$ cat src/rtl/corefifo_gray_conv_pipe.sv
// Pipelined gray<->binary converter with valid/ready handshake, used for FIFO pointer conversion.
// Gray-to-binary words are also checked for multi-bit steps against the previous gray input.
module corefifo_gray_conv_pipe #(
    parameter int ADDRWIDTH    = 3,
    parameter int PIPE_STAGES  = 2,
    parameter int ERRCNT_WIDTH = 8
) (
    input  logic                    clk,
    input  logic                    reset_n,
    input  logic                    in_valid,
    output logic                    in_ready,
    input  logic                    in_mode,
    input  logic [ADDRWIDTH:0]      in_data,
    output logic                    out_valid,
    input  logic                    out_ready,
    output logic [ADDRWIDTH:0]      out_data,
    output logic                    out_mode,
    output logic                    out_err,
    output logic [ERRCNT_WIDTH-1:0] err_count,
    input  logic                    err_clr
);

    localparam int W     = ADDRWIDTH + 1;
    localparam int CHUNK = (W + PIPE_STAGES - 1) / PIPE_STAGES;

    // Resolves this stage's slice of the gray-to-binary prefix chain in place, MSB first;
    // bits above the slice are already binary, bits below are still gray.
    function automatic logic [W-1:0] resolveChunk(input logic [W-1:0] d, input int stage);
        logic [W-1:0] r;
        int           hi;
        int           lo;
        r  = d;
        hi = W - 1 - stage * CHUNK;
        lo = W - (stage + 1) * CHUNK;
        for (int i = W - 2; i >= 0; i--) begin
            if (i <= hi && i >= lo) begin
                r[i] = r[i+1] ^ r[i];
            end
        end
        return r;
    endfunction

    logic [PIPE_STAGES-1:0]  valid_q;
    logic [PIPE_STAGES-1:0]  valid_d;
    logic [PIPE_STAGES-1:0]  mode_q;
    logic [PIPE_STAGES-1:0]  mode_d;
    logic [PIPE_STAGES-1:0]  err_q;
    logic [PIPE_STAGES-1:0]  err_d;
    logic [W-1:0]            data_q [PIPE_STAGES];
    logic [W-1:0]            data_d [PIPE_STAGES];
    logic [PIPE_STAGES-1:0]  load;
    logic                    loadChain;

    logic [W-1:0]            prevGray_q;
    logic [W-1:0]            prevGray_d;
    logic                    seen_q;
    logic                    seen_d;
    logic [W-1:0]            stepDiff;
    logic                    multiBit;
    logic                    accept;

    logic [ERRCNT_WIDTH-1:0] errCount_q;
    logic [ERRCNT_WIDTH-1:0] errCount_d;
    logic                    errInc;

    // A stage loads when empty or when its occupant moves on; evaluated from the output backwards
    always_comb begin
        load      = '0;
        loadChain = !valid_q[PIPE_STAGES-1] || out_ready;
        load[PIPE_STAGES-1] = loadChain;
        for (int k = PIPE_STAGES - 2; k >= 0; k--) begin
            loadChain = !valid_q[k] || loadChain;
            load[k]   = loadChain;
        end
    end

    assign in_ready = load[0];
    assign accept   = in_valid && load[0];

    // A popcount above one is detected by clearing the lowest set bit and testing for leftovers
    assign stepDiff = in_data ^ prevGray_q;
    assign multiBit = |(stepDiff & (stepDiff - W'(1)));

    always_comb begin
        valid_d    = valid_q;
        mode_d     = mode_q;
        err_d      = err_q;
        prevGray_d = prevGray_q;
        seen_d     = seen_q;
        for (int k = 0; k < PIPE_STAGES; k++) begin
            data_d[k] = data_q[k];
        end

        if (load[0]) begin
            valid_d[0] = in_valid;
            if (in_valid) begin
                mode_d[0] = in_mode;
                err_d[0]  = !in_mode && seen_q && multiBit;
                data_d[0] = in_mode ? (in_data ^ (in_data >> 1)) : resolveChunk(in_data, 0);
            end
        end

        for (int k = 1; k < PIPE_STAGES; k++) begin
            if (load[k]) begin
                valid_d[k] = valid_q[k-1];
                if (valid_q[k-1]) begin
                    mode_d[k] = mode_q[k-1];
                    err_d[k]  = err_q[k-1];
                    data_d[k] = mode_q[k-1] ? data_q[k-1] : resolveChunk(data_q[k-1], k);
                end
            end
        end

        if (accept && !in_mode) begin
            prevGray_d = in_data;
            seen_d     = 1'b1;
        end
    end

    // Clear takes priority over a coincident increment; the count sticks at all-ones
    assign errInc = valid_q[PIPE_STAGES-1] && out_ready && err_q[PIPE_STAGES-1];

    always_comb begin
        errCount_d = errCount_q;
        if (err_clr) begin
            errCount_d = '0;
        end else if (errInc && !(&errCount_q)) begin
            errCount_d = errCount_q + ERRCNT_WIDTH'(1);
        end
    end

    always_ff @(posedge clk or negedge reset_n) begin
        if (!reset_n) begin
            valid_q    <= '0;
            mode_q     <= '0;
            err_q      <= '0;
            prevGray_q <= '0;
            seen_q     <= 1'b0;
            errCount_q <= '0;
            for (int k = 0; k < PIPE_STAGES; k++) begin
                data_q[k] <= '0;
            end
        end else begin
            valid_q    <= valid_d;
            mode_q     <= mode_d;
            err_q      <= err_d;
            prevGray_q <= prevGray_d;
            seen_q     <= seen_d;
            errCount_q <= errCount_d;
            for (int k = 0; k < PIPE_STAGES; k++) begin
                data_q[k] <= data_d[k];
            end
        end
    end

    assign out_valid = valid_q[PIPE_STAGES-1];
    assign out_data  = data_q[PIPE_STAGES-1];
    assign out_mode  = mode_q[PIPE_STAGES-1];
    assign out_err   = err_q[PIPE_STAGES-1];
    assign err_count = errCount_q;

endmodule

$ cat config.mk
export PLATFORM = sky130hd
export DESIGN_NAME = corefifo_gray_conv_pipe
export DESIGN_NICKNAME = d
export VERILOG_FILES = /design/src/rtl/corefifo_gray_conv_pipe.sv
export SDC_FILE = /design/constraint.sdc
export NUM_CORES = 1
export LEC_CHECK = 0
export ABC_AREA = 1
export ABC_CLOCK_PERIOD_IN_PS = 1500
export BUFFER_PORTS_ARGS = -buffer_cell sky130_fd_sc_hd__buf_4
export CORE_MARGIN = 4
export CORE_UTILIZATION = 54
export CTS_BUF_LIST = sky130_fd_sc_hd__clkbuf_4 sky130_fd_sc_hd__clkbuf_8 sky130_fd_sc_hd__clkbuf_16
export CTS_CLUSTER_DIAMETER = 30
export DETAILED_ROUTE_END_ITERATION = 6
export PLACE_DENSITY = 0.78
export SETUP_SLACK_MARGIN = 0.5
export SYNTH_ARGS = -nofsm -noshare
export SYNTH_HDL_FRONTEND = slang
export SYNTH_SLANG_ARGS = --single-unit
export TNS_END_PERCENT = 10
$ cat constraint.sdc
create_clock -name clk -period 1.5 [get_ports clk]
set_input_delay 0.225 -clock clk [delete_from_list [all_inputs] [get_ports clk]]
set_output_delay 0.225 -clock clk [all_outputs]
set_load 0.1 [all_outputs]
==> reports/metrics.cfg, run 1 <==
[worst_setup_path]
critPathBufInv = 0
start_kind = flop
critPathTopFamily = simple AND/OR/NAND/NOR gates
path_class = flop to flop
crit_fanout = 5
path_cells = ha_4, nand2_4, nor2_4, nand2_4, nand2_4, nand2_4, nand2_1, nand2_1
r2r_setup_slack_ns = 0.14
max_stage_delay_ns = 0.47
worst_path_most_repeated_cell = nand2_4
arrival_ns = 1.58
cp-end-kind = flop
cp_data_required_time_ns = 1.72
slowest_stage = dfrtp_4

[global_routing]
grt_usage_pct = 19.88
grt_overflow = 0
antenna_found_initial = 0
grt_pass1_wl_mm = 5.326
first_global_vias = 1216
grt_max_degree = 28

[floorplanning]
core_um2 = 2500
dieArea_um2 = 3528
pin_count = 26
num_rows = 18
die_h_um = 59.40
die_x_um = 59.40
initial_core_util_pct = 57.06

[cts]
root_buffer = clkbuf_4
cts_tree = done
clk_pin_slew_ns = 0.14
cts_buffer_depth = 2
clk_latency_ns = 0.31
cts_htree_levels = 1
cts_made_buffers = 3
clock-sinks = 27

[synthesis]
syn-num-nets = 195
ys_warn_count = 0
ys_seq_area_share_pct = 47.37
netlist_instances = 184
syn_area_um2 = 1426
ys_seq_elements = 27
synth_cell_types = 23
avgSynthCellArea_um2 = 7.752

[timing]
fin_ws_ns = 0.1417
hold_ws_ns = 0.1590
timing.final.max_slew_violations = 0
fmax_mhz = 736.2
final-hold-violation-count = 0
fin_crit_ns = 1.358
setup_tns_ns = 0
tightestPinTransition_ns = 0.3396
max_slew_margin_pct = 77.36
rsz0062_at_grt = true
setup_viol = 0
finClkSkew_ns = 0.001554
timing.final.crit_share_pct = 90.56

[finish]
antenna_cells = 0
num-fill-cells = 204
fin_nets = 229
layout-drive-gt1-share_pct = 33.18
syn_to_final_growth_pct = 27.63

[drt]
drt-total-wl_mm = 3.206
via_per_inst = 5.008
ant_nets = 0
drt_iter0_markers = 59
drtPass1Iterations = 4
drc = 0
num_vias = 1237
drt-wirelength-per-cell_um = 12.98

[placement]
portBuffers = 25
place_ws_ns = 0.04291
gp_congestion = 0.8561
dp_hpwl_mm = 2.175

[pwr]
p_int_mw = 1.189
p_leak_nw = 0.9364
p_sw_mw = 1.029
p_total_mw = 2.219
p_seq_share_pct = 42.1
p_clk_share_pct = 13.8
ir_drop_mv = 1.334
powerDensity_nw_per_um2 = 1219
combPwrFrac_pct = 44.1
switching_share_pct = 46.39

[worst_hold_path]
hold_path_class = primary input to flop

[outcome]
status = complete, no violations

[job]
drv_cap = 0

[registers in the layout (all words and copies together) (netlist names)]
| register | cells |
|---|---|
| prevGray_q | 4 |
| out_data | 4 |
| valid_q | 2 |
| mode_q | 2 |
| err_count | 8 |
| err_q | 2 |
| data_q | 4 |
| seen_q | 1 |
[per-stage QoR]
step | std cells | utilization, % | instance area, µm²
after floorplan | 184 | - | 1460
after global placement | 233 | 65.57 | 1639
after detailed placement | 233 | 65.57 | 1639
after CTS | 244 | 70.97 | 1774
after global routing | 247 | 72.82 | 1821
final | 247 | 72.82 | 1821
[power by group through the flow]
stage               Clock [mW]  Sequential, mW  Combinational (mW)
floorplan                    0            1.12               0.589
global placement             0           0.937               0.902
detailed placement           0           0.946               0.914
CTS                      0.319           0.932               0.956
global route             0.357           0.953                1.04
finish                   0.307           0.934               0.978
[layer usage]
metal | vias up | part of all wire [%] | GRT usage (%) | routed length [µm]
met3 | 2 | 3.5 | 2.614 | 112
met4 | 0 | 0.34 | 6.472 | 11
met2 | 18 | 51 | 33.70 | 1631
met1 | 581 | 45 | 26.12 | 1451
li1 | 636 | - | - | -
met5 | - | 0 | 0 | 0
[worst paths after layout]
kind,start,cells past startpoint,end
min in group asynchronous,reset_n,2,err_count[6]
max in group asynchronous,reset_n,2,valid_q[1]
worst min-delay path,err_clr,4,err_count[4]
worst min register to register,seen_q,2,seen_q
worst max register to register,err_count[1],8,err_count[3]
worst max-delay path,err_count[1],8,err_count[3]
[cells in the final DEF, fill, tap and decap left out, drive strengths merged]
| master | synthesis | routed |
|---|---|---|
| nand2 | 70 | 70 |
| buf | 6 | 34 |
| dfrtp | 27 | 27 |
| inv | 23 | 23 |
| nand3 | 14 | 14 |
| o21ai | 13 | 13 |
| nor2 | 13 | 13 |
| xor2 | 4 | 4 |
| a21oi | 4 | 4 |
| nand4 | 3 | 3 |
| clkbuf | 0 | 3 |
| nand3b | 2 | 2 |
| clkinv | 1 | 2 |
| xnor2 | 1 | 1 |
| a21boi | 1 | 1 |
| or2 | 1 | 1 |
| ha | 1 | 1 |
| dlygate4sd3 | 0 | 1 |
[synth_stat cells, drive strengths merged]
cell | n | share of area (%)
xor2 | 4 | 2.5
buf | 6 | 2.8
nand2 | 70 | 20
a21boi | 1 | 0.53
nand3b | 2 | 1.1
dfrtp | 27 | 47
or2 | 1 | 0.44
nor2 | 13 | 4.5
a21oi | 4 | 1.4
nand3 | 14 | 5.3
clkinv | 1 | 0.61
o21ai | 13 | 4.6
nand4 | 3 | 1.3
xnor2 | 1 | 0.61
inv | 23 | 6.1
ha | 1 | 0.88
[layout make-up]
cell class / instances / area, µm² / area share (%)
flip-flops and latches: 27 / 696.9 / 38.28
multi-input cells: 127 / 685.7 / 37.66
repair buffers: 35 / 277.8 / 15.26
inverters: 24 / 95.09 / 5.223
well taps: 30 / 37.54 / 2.062
clock buffers: 3 / 22.52 / 1.237
clock inverters: 1 / 5.005 / 0.2749
[worst register-to-register path, delay by kind of cell, from the launching register on]
family | cells | cell delay, ns
flip-flops | 1 | 0.47
adder cells (fa/ha/maj) | 1 | 0.15
AND/OR/NAND/NOR | 7 | 0.65
[kinds of logic (layout without fill, tap and decap cells)]
kind of cell    after synthesis  in the layout  synth area share (%)
flops                        27             27                 47.37
xor+xnor                      5              5                 3.070
fa+ha+maj                     1              1                0.8771
compound gates               18             18                 6.491
buf+inv                      30             63                 9.474
simple gates                103            103                 32.72
[what timing repair did]
action / CTS / global route
hold buffers: 1 / 0
setup endpoints to repair: 42 / 43
buffers inserted: 6 / 3
gates resized for setup: 11 / 9
pin swaps: 3 / 2
endpoints found under the hold margin: 27 / 0
No activity file was read; power rests on OpenSTA's default activity.
==> inputs of run 2 (changes only) <==
--- a/config.mk
+++ b/config.mk
@@ -11,7 +11,6 @@
 export CORE_MARGIN = 4
-export CORE_UTILIZATION = 54
-export CTS_BUF_LIST = sky130_fd_sc_hd__clkbuf_4 sky130_fd_sc_hd__clkbuf_8 sky130_fd_sc_hd__clkbuf_16
+export CORE_UTILIZATION = 45
 export CTS_CLUSTER_DIAMETER = 30
 export DETAILED_ROUTE_END_ITERATION = 6
-export PLACE_DENSITY = 0.78
+export PLACE_DENSITY = 0.67
 export SETUP_SLACK_MARGIN = 0.5
--- a/constraint.sdc
+++ b/constraint.sdc
@@ -3,2 +3,2 @@
 set_output_delay 0.225 -clock clk [all_outputs]
-set_load 0.1 [all_outputs]
+set_load 0.01 [all_outputs]
==> reports/metrics.cfg, run 2 (same netlist as run 1, synthesis figures left out) <==
[worst_setup_path]
start_kind = flop
cp-end-kind = output port
critPathTopFamily = flip-flops
critPathBufInv = 2
crit_fanout = 3
path_class = flop to output port
cp_data_required_time_ns = 1.27
slowest_stage = dfrtp_1
max_stage_delay_ns = 0.45
worst_path_most_repeated_cell = buf_4
path_cells = buf_4, buf_4
arrival_ns = 1.05

[floorplanning]
core_um2 = 3053
initial_core_util_pct = 46.72
die_x_um = 64.30
die_h_um = 64.30
num_rows = 20
pin_count = 26
dieArea_um2 = 4134

[cts]
clk_pin_slew_ns = 0.16
cts_tree = done
cts_made_buffers = 3
cts_buffer_depth = 2
clock-sinks = 27
cts_htree_levels = 1
clk_latency_ns = 0.33
root_buffer = clkbuf_4

[drt]
via_per_inst = 4.670
drtPass1Iterations = 4
num_vias = 1219
drt_iter0_markers = 92
ant_nets = 0
drc = 0
drt-wirelength-per-cell_um = 11.06
drt-total-wl_mm = 2.887

[placement]
post_dp_cell_area_um2 = 1632
dp_hpwl_mm = 2.126
gp_congestion = 0.8301
portBuffers = 25

[timing]
hold_ws_ns = 0.1285
timing.final.max_slew_violations = 0
final-hold-violation-count = 0
setup_viol = 0
setup_tns_ns = 0
fin_crit_ns = 1.278
finClkSkew_ns = 0.008424
max_slew_margin_pct = 77.54
fmax_mhz = 782.4
tightestPinTransition_ns = 0.3369
rsz0062_at_grt = true
timing.final.crit_share_pct = 85.21

[finish]
final_cell_mix = 64 x nand2_1, 32 x buf_4, 27 x dfrtp_1, 18 x inv_1
design_area_um2 = 1778
antenna_cells = 0
fin_nets = 229
syn_to_final_growth_pct = 24.65
layout_commonest_cell = nand2_1
layout-drive-gt1-share_pct = 26.73
largest_reg_flops = 8

[global_routing]
grt_overflow = 0
first_global_vias = 1125
grt_max_degree = 28
grt_usage_pct = 14.57
grt_pass1_wl_mm = 4.940
antenna_found_initial = 0

[pwr]
ir_drop_mv = 0.4744
p_leak_nw = 0.9373
powerDensity_nw_per_um2 = 974.6
p_total_mw = 1.733

[worst_hold_path]
hold_path_class = primary input to flop

[outcome]
status = complete, no violations

[job]
drv_cap = 0

[run 2: changes by cell type in the layout (fill, tap and decap cells not counted), sizes merged]
cell / delta
clkinvlp: +1
clkinv: -1
[run 2: repair_timing]
| item | in CTS | in global routing |
|---|---|---|
| gates resized for setup | 3 | 7 |
| hold buffers | 1 | 0 |
| buffers inserted | 6 | 3 |
| endpoints found under the setup margin | 42 | 43 |
| pin swaps | 5 | 8 |
| hold endpoints to repair | 27 | 0 |
[run 2: final cells by class]
class | count | area [µm²]
Clock inverter | 1 | 7.507
Fill cell | 294 | 1275
Clock buffer | 3 | 22.52
Sequential cell | 27 | 675.6
Multi-Input combinational cell | 127 | 649.4
Inverter | 24 | 95.09
Tap cell | 44 | 55.05
Timing Repair Buffer | 35 | 272.8
[run 2: final timing paths]
path | startpoint | endpoint | slack, ns | cells past startpoint
worst max-delay path | valid_q[1] | out_valid | 0.22 | 2
worst min-delay path | err_clr | err_count[3] | 0.13 | 4
worst max register to register | err_count[0] | err_count[3] | 0.23 | 9
worst min register to register | seen_q | seen_q | 0.47 | 2
max in group asynchronous | reset_n | prevGray_q[1] | 0.93 | 2
min in group asynchronous | reset_n | out_data[0] | 0.31 | 2
[run 2: layer usage]
metal	GRT usage, %	up-vias	share of wire (%)
met1	20.87	567	49
li1	-	633	-
met2	23.20	19	47
met4	3.166	0	0
met3	2.285	0	4.2
met5	0	-	0
[run 2: power by group]
group | switching (mW) | total [mW] | internal [mW]
Combinational | 0.258 | 0.478 | 0.220
Sequential | 0.0794 | 0.920 | 0.841
Clock | 0.233 | 0.335 | 0.102
[run 2: worst min-delay path, cell delays in order]
cell     delay [ns]
buf_4          0.09
nor2_1         0.04
nand2_1        0.04
nand2_1        0.04
[run 2: per-stage QoR]
stage	utilization [%]	worst slack [ns]	instances
finish	58.24	0.2218	261
CTS	56.56	0.2226	258
global placement	53.44	0.2249	247
global route	58.24	0.1551	261
floorplan	-	0.2250	184
detailed placement	53.44	0.1774	247
